$ cat src/rtl/hash_table_pkg.sv
// Shared types for the hash_table command front-end: op codes issued to
// hash_table and the state encoding of the command queue sequencer.
package hash_table_pkg;

   // Operation codes understood by hash_table; 2'b11 is never issued to it
   typedef enum logic [1:0] {
      HT_INSERT  = 2'b00,
      HT_DELETE  = 2'b01,
      HT_SEARCH  = 2'b10,
      HT_ILLEGAL = 2'b11
   } ht_op_e;

   // Sequencer states: waiting for work, op in flight, response held
   typedef enum logic [1:0] {
      IDLE = 2'b00,
      BUSY = 2'b01,
      RESP = 2'b10
   } cmdq_state_e;

   // Width of an occupancy counter that must represent 0..depth inclusive
   function automatic int count_width(input int depth);
      return $clog2(depth) + 1;
   endfunction

endpackage

$ cat src/rtl/hash_table_cmd_queue_cmd_fifo.sv
// Synchronous FIFO holding packed {op, key, value} commands. The head entry
// is always visible on pop_data; pop only advances the read pointer.
module cmd_fifo
   import hash_table_pkg::*;
#(
   parameter int WIDTH = 66,
   parameter int DEPTH = 4
) (
   input  logic                          clk,
   input  logic                          rst,
   input  logic                          push,
   input  logic [WIDTH-1:0]              push_data,
   input  logic                          pop,
   output logic [WIDTH-1:0]              pop_data,
   output logic [count_width(DEPTH)-1:0] count,
   output logic                          full,
   output logic                          empty
);

   localparam int PTR_W = $clog2(DEPTH);
   localparam int CNT_W = count_width(DEPTH);

   logic [WIDTH-1:0] mem [DEPTH];
   logic [PTR_W-1:0] wr_ptr;
   logic [PTR_W-1:0] rd_ptr;
   logic             push_ok;
   logic             pop_ok;

   assign full     = (count == CNT_W'(DEPTH));
   assign empty    = (count == '0);
   assign push_ok  = push && !full;
   assign pop_ok   = pop && !empty;
   assign pop_data = mem[rd_ptr];

   // Storage array; contents are don't-care until written so no reset is needed
   always_ff @(posedge clk) begin
      if (push_ok) begin
         mem[wr_ptr] <= push_data;
      end
   end

   // Pointers wrap naturally at the power-of-two depth; a simultaneous
   // push and pop leaves the occupancy unchanged
   always_ff @(posedge clk or posedge rst) begin
      if (rst) begin
         wr_ptr <= '0;
         rd_ptr <= '0;
         count  <= '0;
      end else begin
         if (push_ok) begin
            wr_ptr <= wr_ptr + 1'b1;
         end
         if (pop_ok) begin
            rd_ptr <= rd_ptr + 1'b1;
         end
         case ({push_ok, pop_ok})
            2'b10:   count <= count + 1'b1;
            2'b01:   count <= count - 1'b1;
            default: count <= count;
         endcase
      end
   end

endmodule

$ cat src/rtl/hash_table_cmd_queue.sv
// Command front-end for hash_table: buffers insert/delete/search requests,
// issues them one at a time on the op_en/op_done handshake, aborts ops that
// hang past a cycle budget, and returns each result on a valid/ready port.
module hash_table_cmd_queue
   import hash_table_pkg::*;
#(
   parameter int KEY_WIDTH      = 32,
   parameter int VALUE_WIDTH    = 32,
   parameter int CHAINING_SIZE  = 4,
   parameter int CMD_DEPTH      = 4,
   parameter int TIMEOUT_CYCLES = 64
) (
   input  logic                                  clk,
   input  logic                                  rst,
   input  logic                                  cmd_valid,
   output logic                                  cmd_ready,
   input  logic [1:0]                            cmd_op,
   input  logic [KEY_WIDTH-1:0]                  cmd_key,
   input  logic [VALUE_WIDTH-1:0]                cmd_value,
   output logic                                  rsp_valid,
   input  logic                                  rsp_ready,
   output logic [1:0]                            rsp_op,
   output logic [KEY_WIDTH-1:0]                  rsp_key,
   output logic [VALUE_WIDTH-1:0]                rsp_value,
   output logic                                  rsp_error,
   output logic                                  rsp_timeout,
   output logic [$clog2(CHAINING_SIZE)-1:0]      rsp_collision_count,
   output logic [$clog2(CMD_DEPTH):0]            cmd_count,
   output logic [KEY_WIDTH-1:0]                  ht_key_in,
   output logic [VALUE_WIDTH-1:0]                ht_value_in,
   output logic [1:0]                            ht_op_sel,
   output logic                                  ht_op_en,
   input  logic [VALUE_WIDTH-1:0]                ht_value_out,
   input  logic                                  ht_op_done,
   input  logic                                  ht_op_error,
   input  logic [$clog2(CHAINING_SIZE)-1:0]      ht_collision_count
);

   localparam int CHAIN_WIDTH = $clog2(CHAINING_SIZE);
   localparam int DATA_W      = 2 + KEY_WIDTH + VALUE_WIDTH;
   localparam int TMR_W       = $clog2(TIMEOUT_CYCLES) + 1;

   cmdq_state_e            state;
   logic [TMR_W-1:0]       timer;
   logic [DATA_W-1:0]      push_word;
   logic [DATA_W-1:0]      head_word;
   logic                   fifo_full;
   logic                   fifo_empty;
   logic                   push;
   logic                   pop;
   ht_op_e                 head_op;
   logic [KEY_WIDTH-1:0]   head_key;
   logic [VALUE_WIDTH-1:0] head_value;

   // cmd_ready comes straight from the registered occupancy, so a full
   // FIFO never accepts a write even when a pop happens in the same cycle
   assign cmd_ready  = !fifo_full;
   assign push       = cmd_valid && cmd_ready;
   assign push_word  = {cmd_op, cmd_key, cmd_value};

   assign head_op    = ht_op_e'(head_word[DATA_W-1 -: 2]);
   assign head_key   = head_word[KEY_WIDTH+VALUE_WIDTH-1 -: KEY_WIDTH];
   assign head_value = head_word[VALUE_WIDTH-1:0];

   // Only start a new command once the previous response has drained and
   // hash_table has released op_done, keeping exactly one op outstanding
   assign pop = (state == IDLE) && !fifo_empty && !rsp_valid && !ht_op_done;

   cmd_fifo #(
      .WIDTH (DATA_W),
      .DEPTH (CMD_DEPTH)
   ) u_cmd_fifo (
      .clk       (clk),
      .rst       (rst),
      .push      (push),
      .push_data (push_word),
      .pop       (pop),
      .pop_data  (head_word),
      .count     (cmd_count),
      .full      (fifo_full),
      .empty     (fifo_empty)
   );

   // Sequencer: IDLE pops and latches the operands, BUSY raises op_en one
   // edge later and waits for op_done or the timeout, RESP holds the result
   // until the consumer takes it. op_en is low in IDLE and RESP, which
   // guarantees at least one low cycle between consecutive ops.
   always_ff @(posedge clk or posedge rst) begin
      if (rst) begin
         state               <= IDLE;
         timer               <= '0;
         ht_op_en            <= 1'b0;
         ht_key_in           <= '0;
         ht_value_in         <= '0;
         ht_op_sel           <= 2'b00;
         rsp_valid           <= 1'b0;
         rsp_op              <= 2'b00;
         rsp_key             <= '0;
         rsp_value           <= '0;
         rsp_error           <= 1'b0;
         rsp_timeout         <= 1'b0;
         rsp_collision_count <= '0;
      end else begin
         case (state)
            IDLE: begin
               if (pop) begin
                  if (head_op == HT_ILLEGAL) begin
                     rsp_op              <= head_op;
                     rsp_key             <= head_key;
                     rsp_value           <= '0;
                     rsp_error           <= 1'b1;
                     rsp_timeout         <= 1'b0;
                     rsp_collision_count <= '0;
                     rsp_valid           <= 1'b1;
                     state               <= RESP;
                  end else begin
                     ht_key_in   <= head_key;
                     ht_value_in <= head_value;
                     ht_op_sel   <= head_op;
                     timer       <= '0;
                     state       <= BUSY;
                  end
               end
            end

            BUSY: begin
               if (!ht_op_en) begin
                  ht_op_en <= 1'b1;
                  timer    <= '0;
               end else if (ht_op_done) begin
                  ht_op_en            <= 1'b0;
                  rsp_op              <= ht_op_sel;
                  rsp_key             <= ht_key_in;
                  rsp_value           <= ht_value_out;
                  rsp_error           <= ht_op_error;
                  rsp_timeout         <= 1'b0;
                  rsp_collision_count <= ht_collision_count;
                  rsp_valid           <= 1'b1;
                  state               <= RESP;
               end else if (timer == TMR_W'(TIMEOUT_CYCLES - 1)) begin
                  ht_op_en            <= 1'b0;
                  rsp_op              <= ht_op_sel;
                  rsp_key             <= ht_key_in;
                  rsp_value           <= '0;
                  rsp_error           <= 1'b1;
                  rsp_timeout         <= 1'b1;
                  rsp_collision_count <= CHAIN_WIDTH'(0);
                  rsp_valid           <= 1'b1;
                  state               <= RESP;
               end else begin
                  timer <= timer + 1'b1;
               end
            end

            RESP: begin
               if (rsp_ready) begin
                  rsp_valid <= 1'b0;
                  state     <= IDLE;
               end
            end

            default: begin
               ht_op_en  <= 1'b0;
               rsp_valid <= 1'b0;
               state     <= IDLE;
            end
         endcase
      end
   end

endmodule

$ cat config.mk
export PLATFORM = sky130hd
export DESIGN_NAME = hash_table_cmd_queue
export DESIGN_NICKNAME = d
export VERILOG_FILES = /design/src/rtl/hash_table_pkg.sv /design/src/rtl/hash_table_cmd_queue_cmd_fifo.sv /design/src/rtl/hash_table_cmd_queue.sv
export SDC_FILE = /design/constraint.sdc
export NUM_CORES = 1
export LEC_CHECK = 0
export ABC_CLOCK_PERIOD_IN_PS = 11000
export CAP_MARGIN = 30
export CORE_MARGIN = 2
export CORE_UTILIZATION = 46
export DETAILED_ROUTE_END_ITERATION = 8
export DONT_BUFFER_PORTS = 1
export GPL_ROUTABILITY_DRIVEN = 0
export MAX_ROUTING_LAYER = met4
export PLACE_DENSITY = 0.7
export SETUP_SLACK_MARGIN = 0.5
export SLEW_MARGIN = 30
export SYNTH_ARGS = -nofsm -noshare
export SYNTH_HDL_FRONTEND = slang
export SYNTH_SLANG_ARGS = --single-unit
export TNS_END_PERCENT = 1
$ cat constraint.sdc
create_clock -name clk -period 11 [get_ports clk]
set_clock_uncertainty 0.2 [all_clocks]
set_input_delay 1.1 -clock clk [delete_from_list [all_inputs] [get_ports clk]]
set_output_delay 1.1 -clock clk [all_outputs]
set_load 0.01 [all_outputs]
==> flow_metrics.tcl, run 1 <==
set metrics [dict create \
    synth_seq_area_share_pct 73.24 \
    crit_family "buffers and inverters" \
    io_buffers 0 \
    power_density_nw_per_um2 310.1 \
    crit_type "flop to flop" \
    ys.flop_type "edfxtp_1" \
    dp_cells 1214 \
    die_area_um2 36480 \
    synth-edff-count 264 \
    drive_gt1_share_pct 26.84 \
    insertion_delay_ns 0.58 \
    ys_ff_latch 418 \
    num_antenna_cells 0 \
    crit_required_ns 11.27 \
    htree_levels 2 \
    num_vias 7521 \
    cts_root_buf "clkbuf_16" \
    finalSetupTns_ns 0 \
    final_max_slew_viol_count 0 \
    avgSynthCellArea_um2 20.21 \
    antenna_found_initial 0 \
    initial_core_util_pct 46.68 \
    yosys.cell_types.count 50 \
    synth_nets 909 \
    dpl.hpwl_mm 20.32 \
    worstPathCellList "mux4_2 -> a21oi_4 -> buf_4 -> buf_4 -> mux2_2" \
    hold_class "input pin to asynchronous set/reset pin" \
    overflow 0 \
    clk_pin_slew_ns 0.06 \
    slew-limit-headroom_pct 40.92 \
    cp_max_fo 38 \
    yosys_warnings 0 \
    synth_cells 796 \
    cts_tree "built" \
    die_h_um 191 \
    rows 68 \
    ioPinCount 248 \
    fill_cells 2724 \
    clockBufferDepth 3 \
    cts.sinks 418 \
    first_pass_iters 4 \
    post-route-period-util_pct 33.05 \
    min_period_ns 3.636 \
    setup_viol 0 \
    grt_pass1_wl_mm 50.74 \
    routed_via_density 5.799 \
    cpMostUsedCell "buf_4" \
    end_kind "flop" \
    crit_path_max_incr_delay_ns 0.80 \
    synth_top_area_share_pct 49.28 \
    grt_max_degree 90 \
    ant_nets 0 \
    finalHoldViolCount 0 \
    core_um2 34460 \
    cts_resized 0 \
    layout.nets 919 \
    synth_area_leaders "edfxtp_1, dfrtp_1, mux4_2" \
    drt-initial-drc-count 431 \
    post-route-drc-count 0 \
    slowest_stage "dfrtp_4" \
    avgRoutedWirePerCell_um 26.20 \
    die_w_um 191 \
    peakVddDrop_mv 0.1701 \
    fmax_mhz 275.1 \
    grt_usage_pct 19.50 \
    area_growth_pct 11.59 \
    ys_async_sr_fraction_pct 36.84 \
    p_leak_nw 6.478 \
    synth_area_um2 16090 \
    tightest_slew_ns 0.8861 \
    routed_wl_mm 33.98 \
    instances_no_fill 1297 \
    cp_num_buf_inv 2 \
    rsz0062_at_grt "false" \
    synth_area_leader_cell "edfxtp_1" \
    cts_buffers 44 \
    status "finished clean" \
    post_cts_buffers 0 \
    cp-start-kind "flop" \
    cts-hold-fix-buffers 0 \
    cap_violations 0 \
    crit_arrival_ns 3.90 \
    first_global_vias 8200 \
]
[registers in the layout, indices dropped and copies added (netlist names), 2 cells and up]
| register | flops |
|---|---|
| rsp_op | 2 |
| ht_key_in | 32 |
| u_cmd_fifo.wr_ptr | 2 |
| u_cmd_fifo.count | 3 |
| rsp_key | 32 |
| ht_op_sel | 2 |
| rsp_value | 32 |
| ht_value_in | 32 |
| u_cmd_fifo.mem | 264 |
| state | 2 |
| u_cmd_fifo.rd_ptr | 2 |
| timer | 7 |
| rsp_collision_count | 2 |
[synthesized netlist by cell type, types with 2 or more instances]
library cell / n
o32ai_1: 32
nand2_1: 11
a22o_1: 34
mux2_2: 16
nand3_1: 3
nand2b_1: 2
buf_12: 6
o311a_1: 3
o22a_1: 4
mux4_2: 66
a2bb2oi_1: 33
dfrtp_1: 154
xnor2_1: 4
mux2_4: 49
a21boi_0: 2
and3_1: 6
edfxtp_1: 264
buf_1: 4
o21ai_0: 3
nor2_1: 7
buf_6: 4
a21oi_1: 5
buf_2: 14
nor4_1: 2
xor2_1: 2
clkbuf_1: 21
nor3_1: 3
or3_1: 2
inv_1: 11
ha_1: 6
a211o_1: 4
[cell type report]
class	count	area, um^2	share of cell area [%]
clock inverters	20	165.2	0.9201
well taps	455	569.3	3.172
multi-input cells	317	3956	22.04
inverters	11	46.29	0.2579
repair buffers	14	141.4	0.7877
flip-flops and latches	418	11790	65.68
clock buffers	62	1282	7.145
[through the flow]
step	hold WS, ns	setup WS (ns)	cell area (um^2)	utilization (%)	power [mW]
global placement	0.3389	6.985	16440	47.72	4.099
CTS	0.3564	7.280	17920	52.01	5.633
finish	0.3475	7.364	17950	52.09	5.566
detailed placement	0.3485	6.948	16470	47.81	4.157
floorplan	0.3174	5.550	16090	-	3.748
global route	0.3748	7.197	17950	52.09	5.848
[power breakdown]
part / total, mW / leakage (nW) / internal (mW) / switching (mW)
Sequential: 2.67 / 4.29 / 2.18 / 0.492
Combinational: 1.43 / 1.49 / 0.744 / 0.688
Clock: 1.46 / 0.703 / 0.864 / 0.598
Total: 5.57 / 6.48 / 3.79 / 1.78
[worst reg2reg max path, stage by stage (launching register included)]
cell     delay, ns
dfrtp_4       0.80
mux4_2        0.74
a21oi_4       0.17
buf_4         0.47
buf_4         0.73
mux2_2        0.42
[placed cells by master (no fill, tap or decap), types with 2 or more instances in the layout]
master / instances
inv_6: 5
a21boi_0: 2
ha_1: 6
clkbuf_16: 47
nand2_1: 11
clkinv_2: 5
inv_1: 10
clkinvlp_4: 3
a22o_1: 34
nor3_1: 3
mux2_2: 16
o22a_1: 4
buf_4: 11
dfrtp_1: 152
dfrtp_4: 2
nor4_1: 2
mux4_2: 66
xor2_1: 2
nand3_1: 3
a21oi_1: 5
clkinv_1: 6
a211o_1: 4
o21ai_0: 3
o311a_1: 3
edfxtp_1: 264
bufinv_16: 2
clkbuf_1: 10
o32ai_1: 32
clkbuf_8: 5
a2bb2oi_1: 33
mux2_4: 49
nor2_1: 7
xnor2_1: 4
and3_4: 4
[final timing paths]
check	start	endpoint	slack [ns]	cells past startpoint
min reg2reg	timer[1]$_DFFE_PP0P_	timer[1]$_DFFE_PP0P_	0.35	2
min	rst	rsp_value[2]$_DFFE_PP0P_	0.35	1
min in group clk	timer[1]$_DFFE_PP0P_	timer[1]$_DFFE_PP0P_	0.35	2
max	u_cmd_fifo.rd_ptr[0]$_DFFE_PP0P_	ht_key_in[29]$_DFFE_PP0P_	7.36	5
max in group asynchronous	rst	rsp_key[18]$_DFFE_PP0P_	8.99	2
max reg2reg	u_cmd_fifo.rd_ptr[0]$_DFFE_PP0P_	ht_key_in[29]$_DFFE_PP0P_	7.36	5
[routing by layer]
layer	track usage [%]	routed length, um	share of wire [%]
met5	-	0	0
met4	6.530	733	2.2
met3	6.885	3366	9.9
met2	31.48	16510	49
met1	22.80	13380	39
[kinds of logic (layout without fill, tap and decap cells)]
family | Yosys count | count (layout) | share of synthesized area [%]
flip-flops | 418 | 418 | 73.24
multiplexers | 132 | 132 | 15.00
AO/OA/AOI/OAI | 130 | 130 | 7.149
buffers and inverters | 61 | 107 | 2.349
AND/OR/NAND/NOR | 42 | 42 | 1.346
adder cells (fa/ha/maj) | 7 | 7 | 0.5912
XOR/XNOR | 6 | 6 | 0.3267
No activity file was read; power rests on OpenSTA's default activity.
==> inputs of run 2 (changes only) <==
--- a/config.mk
+++ b/config.mk
@@ -5,7 +5,7 @@
 export SDC_FILE = /design/constraint.sdc
 export NUM_CORES = 1
 export LEC_CHECK = 0
-export ABC_CLOCK_PERIOD_IN_PS = 11000
+export ABC_CLOCK_PERIOD_IN_PS = 3600
 export CAP_MARGIN = 30
 export CORE_MARGIN = 2
 export CORE_UTILIZATION = 46
==> constraint.sdc (replaced) <==
create_clock -name clk -period 3.6 [get_ports clk]
set_clock_uncertainty 0.2 [all_clocks]
set_input_delay 0.36 -clock clk [delete_from_list [all_inputs] [get_ports clk]]
set_output_delay 0.36 -clock clk [all_outputs]
set_load 0.01 [all_outputs]
==> flow_metrics.tcl, run 2 (synthesized netlist as in run 1, its figures left out) <==
set metrics [dict create \
    rows 68 \
    regMostFlops "u_cmd_fifo.mem" \
    first_global_vias 8663 \
    totalPowerFinal_mw 17.48 \
    cp_max_fo 51 \
    worstHoldPathCells 3 \
    die_w_um 191 \
    routed_wl_mm 35.34 \
    cts_tree "built" \
    worstPathCellList "or3_1 -> or3_2 -> buf_4 -> a21oi_4 -> buf_12 -> mux2_2" \
    first_pass_iters 5 \
    p_leak_nw 7.010 \
    grt_usage_pct 20.04 \
    cap_violations 0 \
    num_vias 8012 \
    dpl.hpwl_mm 20.99 \
    cp-start-kind "flop" \
    overflow 0 \
    clockBufferDepth 3 \
    core_um2 34460 \
    power_density_nw_per_um2 909.2 \
    r2r_cells 6 \
    slew-limit-headroom_pct 42.08 \
    crit_family "simple AND/OR/NAND/NOR gates" \
    grt_pass1_wl_mm 52.86 \
    crit-reg2reg-launch "rsp_valid$_DFFE_PP0P_" \
    area_growth_pct 19.55 \
    tightest_slew_ns 0.8687 \
    r2r_slack_ns 0.69 \
    min_period_ns 2.908 \
    clk_pin_slew_ns 0.06 \
    die_h_um 191 \
    grt_max_degree 54 \
    hp-start "ht_op_done" \
    cts.sinks 418 \
    crit_required_ns 3.82 \
    status "finished clean" \
    peakVddDrop_mv 0.6755 \
    initial_core_util_pct 46.68 \
    slowest_stage "or3_2" \
    dp_cells 1222 \
    setup_viol 0 \
    io_buffers 0 \
    insertion_delay_ns 0.54 \
    crit_arrival_ns 3.12 \
    antenna_found_initial 3 \
    cts_root_buf "clkbuf_16" \
    post-route-period-util_pct 80.77 \
    avgRoutedWirePerCell_um 25.05 \
    fmax_mhz 343.9 \
    register_area_um2 11790 \
    die_area_um2 36480 \
    final_max_slew_viol_count 0 \
    crit_path_max_incr_delay_ns 0.50 \
    ant_nets 0 \
    cp_num_buf_inv 2 \
    finalHoldViolCount 0 \
    drive_gt1_share_pct 24.37 \
    reg2reg_to "ht_key_in[25]$_DFFE_PP0P_" \
    post-route-drc-count 0 \
    routed_via_density 5.678 \
    end_kind "flop" \
    largest_reg_flops 264 \
    htree_levels 2 \
    layout.nets 1032 \
    instances_no_fill 1411 \
    crit_type "flop to flop" \
    rsz0062_at_grt "false" \
    finalSetupTns_ns 0 \
    layout_commonest_cell "edfxtp_1" \
    cts_buffers 43 \
    hold_class "input pin to flop" \
    drt-initial-drc-count 438 \
    final_cell_mix "edfxtp_1, dfrtp_1, dlygate4sd3_1" \
    ioPinCount 248 \
    fill_cells 2611 \
    multi_input_area_um2 3951 \
    hold_end "timer[5]$_DFFE_PP0P_" \
]
[run 2: timing repair]
| item | in CTS | in global routing |
|---|---|---|
| endpoints found under the hold margin | 347 | 0 |
| buffers inserted | 0 | 0 |
| hold buffers | 105 | 0 |
| resized for setup | 0 | 0 |
[run 2: cell type report]
type	instances	area share, %
Timing Repair Buffer	128	7.118
Clock buffer	62	6.279
Tap cell	455	2.961
Inverter	11	0.2342
Clock inverter	16	1.503
Multi-Input combinational cell	317	20.55
Sequential cell	418	61.31
Antenna cell	4	0.05205
[run 2: how the worst max path moves through the flow]
stage | from | end | slack [ns] | depth (start not counted)
finish | rsp_valid$_DFFE_PP0P_ | ht_key_in[25]$_DFFE_PP0P_ | 0.69 | 6
global route | rsp_valid$_DFFE_PP0P_ | ht_key_in[22]$_DFFE_PP0P_ | 0.58 | 6
CTS | u_cmd_fifo.count[0]$_DFFE_PP0P_ | rsp_value[16]$_DFFE_PP0P_ | 0.61 | 5
detailed placement | u_cmd_fifo.count[0]$_DFFE_PP0P_ | rsp_value[16]$_DFFE_PP0P_ | 0.66 | 5
global placement | rsp_valid$_DFFE_PP0P_ | ht_key_in[22]$_DFFE_PP0P_ | 0.74 | 6
floorplan | u_cmd_fifo.count[0]$_DFFE_PP0P_ | u_cmd_fifo.mem[0][0]$_DFFE_PP_ | 0.63 | 3
[run 2: where the power goes]
part	switching (mW)	internal [mW]
registers	1.44	6.65
clock network	1.78	2.91
logic	2.26	2.45
[run 2: stage by stage]
stage          setup WS [ns]  hold slack [ns]  util, %  area [um^2]
3_3_place_gp          0.7436           0.2460    48.24        16620
4_1_cts               0.6150          0.03593    55.64        19170
3_5_place_dp          0.6579           0.2530    48.25        16620
6_report              0.6922          0.06130    55.81        19230
2_1_floorplan         0.6336           0.2589        -        16090
5_1_grt               0.5781          0.08868    55.80        19230
[run 2: worst min-delay path, delay by kind of cell]
kind | cells | cell delay [ns]
and+or+nand+nor | 1 | 0.08
AOI/OAI and AO/OA | 2 | 0.32
[run 2: per-layer routing]
layer  global-route usage (%)  up-vias  part of all wire (%)
met5                        -        -                     0
met1                    23.86     4204                    40
li1                         -     3499                     -
met2                    33.14      260                    50
met3                    6.260       49                   8.5
met4                    5.307        0                   1.9
==> inputs of run 3 (changes only) <==
--- a/config.mk
+++ b/config.mk
@@ -5,7 +5,8 @@
 export SDC_FILE = /design/constraint.sdc
 export NUM_CORES = 1
 export LEC_CHECK = 0
-export ABC_CLOCK_PERIOD_IN_PS = 3600
+export ABC_AREA = 1
+export ABC_CLOCK_PERIOD_IN_PS = 2950
 export CAP_MARGIN = 30
 export CORE_MARGIN = 2
 export CORE_UTILIZATION = 46
==> constraint.sdc (replaced) <==
create_clock -name clk -period 2.95 [get_ports clk]
set_clock_uncertainty 0.2 [all_clocks]
set_input_delay 0.295 -clock clk [delete_from_list [all_inputs] [get_ports clk]]
set_output_delay 0.295 -clock clk [all_outputs]
set_load 0.01 [all_outputs]
==> flow_metrics.tcl, run 3 <==
set metrics [dict create \
    status "finished clean" \
    rsz0062_at_grt "true" \
    clk_pin_slew_ns 0.06 \
    ys_ff_latch 418 \
    finalSetupTns_ns 0 \
    htree_levels 2 \
    largest_reg_flops 264 \
    cp_num_buf_inv 4 \
    min_period_ns 2.412 \
    worstPathCellList "dlygate4sd3_1 -> buf_12 -> nor2_1 -> nand3_2 -> inv_2 -> ha_1 -> inv_1 -> fa_1 -> a21oi_1 -> o21ai_0 -> xor2_1" \
    routed_wl_mm 42.39 \
    crit_type "input pin to flop" \
    yosys.cell_types.count 28 \
    synth_common_cells "nand2_1, edfxtp_1, dfrtp_1" \
    slew-limit-headroom_pct 47.26 \
    synth_seq_area_share_pct 69.37 \
    synth_top_area_share_pct 46.68 \
    dpl_cell_area_um2 17490 \
    crit_start "ht_op_done" \
    crit-reg2reg-launch "rsp_valid$_DFFE_PP0P_" \
    first_pass_iters 5 \
    synth_area_um2 16980 \
    routed_via_density 5.457 \
    finalWorstSetupSlack_ns 0.5378 \
    stdcell_area_um2 20070 \
    fmax_mhz 414.6 \
    fill_cells 3036 \
    post-route-drc-count 0 \
    initial_core_util_pct 46.50 \
    p_leak_nw 8.306 \
    antenna_found_initial 4 \
    end_kind "flop" \
    yosysMostFrequentCell "nand2_1" \
    crit_arrival_ns 2.66 \
    post-place-ws_ns 0.4518 \
    holdWs_ns 0.08464 \
    crit_path_max_incr_delay_ns 0.58 \
    grt_pass1_wl_mm 65.75 \
    synth_area_leader_cell "edfxtp_1" \
    setup_viol 0 \
    synth_area_leaders "edfxtp_1, dfrtp_1, nand2_1" \
    post-route-period-util_pct 81.77 \
    cp_max_fo 37 \
    num_vias 11908 \
    regMostFlops "u_cmd_fifo.mem" \
    cap_violations 0 \
    ant_nets 0 \
    area_growth_pct 18.19 \
    crit_family "buffers and inverters" \
    rows 70 \
    synth_cells 1593 \
    drive_gt1_share_pct 7.427 \
    io_buffers 0 \
    core_um2 36520 \
    final_cell_mix "nand2_1, edfxtp_1, dfrtp_1" \
    grt_usage_pct 22.65 \
    grt_max_degree 78 \
    hold_class "input pin to asynchronous set/reset pin" \
    register_area_um2 11790 \
    die_area_um2 38470 \
    peakVddDrop_mv 0.8921 \
    insertion_delay_ns 0.57 \
    tightest_slew_ns 0.7911 \
    die_h_um 196.1 \
    layout_commonest_cell "nand2_1" \
    overflow 0 \
    ioPinCount 248 \
    cts_tree "built" \
    cp-start-kind "input pin" \
    cts_root_buf "clkbuf_16" \
    totalPowerFinal_mw 21.92 \
    slowest_stage "dlygate4sd3_1" \
    cts.sinks 418 \
    die_w_um 196.1 \
    dpl.hpwl_mm 24.61 \
    finalHoldViolCount 0 \
    multi_input_area_um2 4706 \
    ys.flop_type "edfxtp_1" \
    yosys_warnings 0 \
    first_global_vias 11863 \
    synth-edff-count 264 \
    ys_async_sr_fraction_pct 36.84 \
    avgSynthCellArea_um2 10.66 \
    cts_buffers 44 \
    crit_required_ns 3.20 \
    clockBufferDepth 3 \
    power_density_nw_per_um2 1092 \
    layout.nets 1788 \
    avgRoutedWirePerCell_um 19.43 \
    final_max_slew_viol_count 0 \
    synth_nets 1706 \
    drt-initial-drc-count 734 \
]
[run 3: cell types whose count changed after synthesis, sizes merged, moves of 15 or more]
cell and change:
nor2 +115, a2bb2oi -34, mux2 -65, a22o -34
o32ai -32, o22ai +31, o21ai +101, clkbuf +42
nand3 +141, nand2 +539, nand4 +71, inv +15
mux4 -66
[run 3: cell families after synthesis]
group | Yosys count | synth area share (%)
buf+inv | 130 | 3.360
flops | 418 | 69.37
compound gates | 144 | 4.502
fa+ha+maj | 7 | 0.5599
xor+xnor | 4 | 0.2063
simple gates | 890 | 22.00
[run 3: metrics by stage]
step,util [%],cells
global placement,47.82,1987
floorplan,-,1593
CTS,54.78,2175
detailed placement,47.89,1988
finish,54.96,2182
global route,54.96,2182
[run 3: area by class of cell]
cell class              instances  share of cell area [%]
diodes                          4                 0.04987
clock inverters                16                  0.6358
repair buffers                139                   7.162
multi-input cells            1046                   23.44
well taps                     468                   2.917
flip-flops and latches        418                   58.73
inverters                      26                  0.5174
clock buffers                  65                   6.545
[run 3: path summary, 6_finish.rpt]
path	end	depth (start not counted)	slack [ns]
max	u_cmd_fifo.count[2]$_DFFE_PP0P_	11	0.54
min reg2reg	rsp_value[13]$_DFFE_PP0P_	2	0.34
min in group clk	u_cmd_fifo.mem[3][57]$_DFFE_PP_	1	0.24
max in group asynchronous	ht_value_in[31]$_DFFE_PP0P_	3	1.71
max reg2reg	u_cmd_fifo.count[2]$_DFFE_PP0P_	9	0.59
min	ht_key_in[16]$_DFFE_PP0P_	2	0.08
[run 3: per-layer routing]
| layer | vias up | track usage (%) | wire, um |
|---|---|---|---|
| li1 | 5631 | - | - |
| met1 | 5758 | 28.02 | 17300 |
| met2 | 445 | 36.87 | 20400 |
| met3 | 74 | 5.604 | 3705 |
| met4 | 0 | 7.211 | 983 |
| met5 | - | - | 0 |
[run 3: power breakdown]
part	internal (mW)	leakage (nW)	switching (mW)
logic	2.05	3.22	5.04
registers	7.98	4.39	1.43
clock network	3.19	0.703	2.24
[run 3: repair_timing]
action | in CTS | in global routing
setup buffers | 0 | 2
pin swaps | 0 | 1
hold buffers | 106 | 0
hold endpoints to repair | 464 | 0
cloned | 0 | 1
resized for setup | 1 | 9
endpoints found under the setup margin | 78 | 117
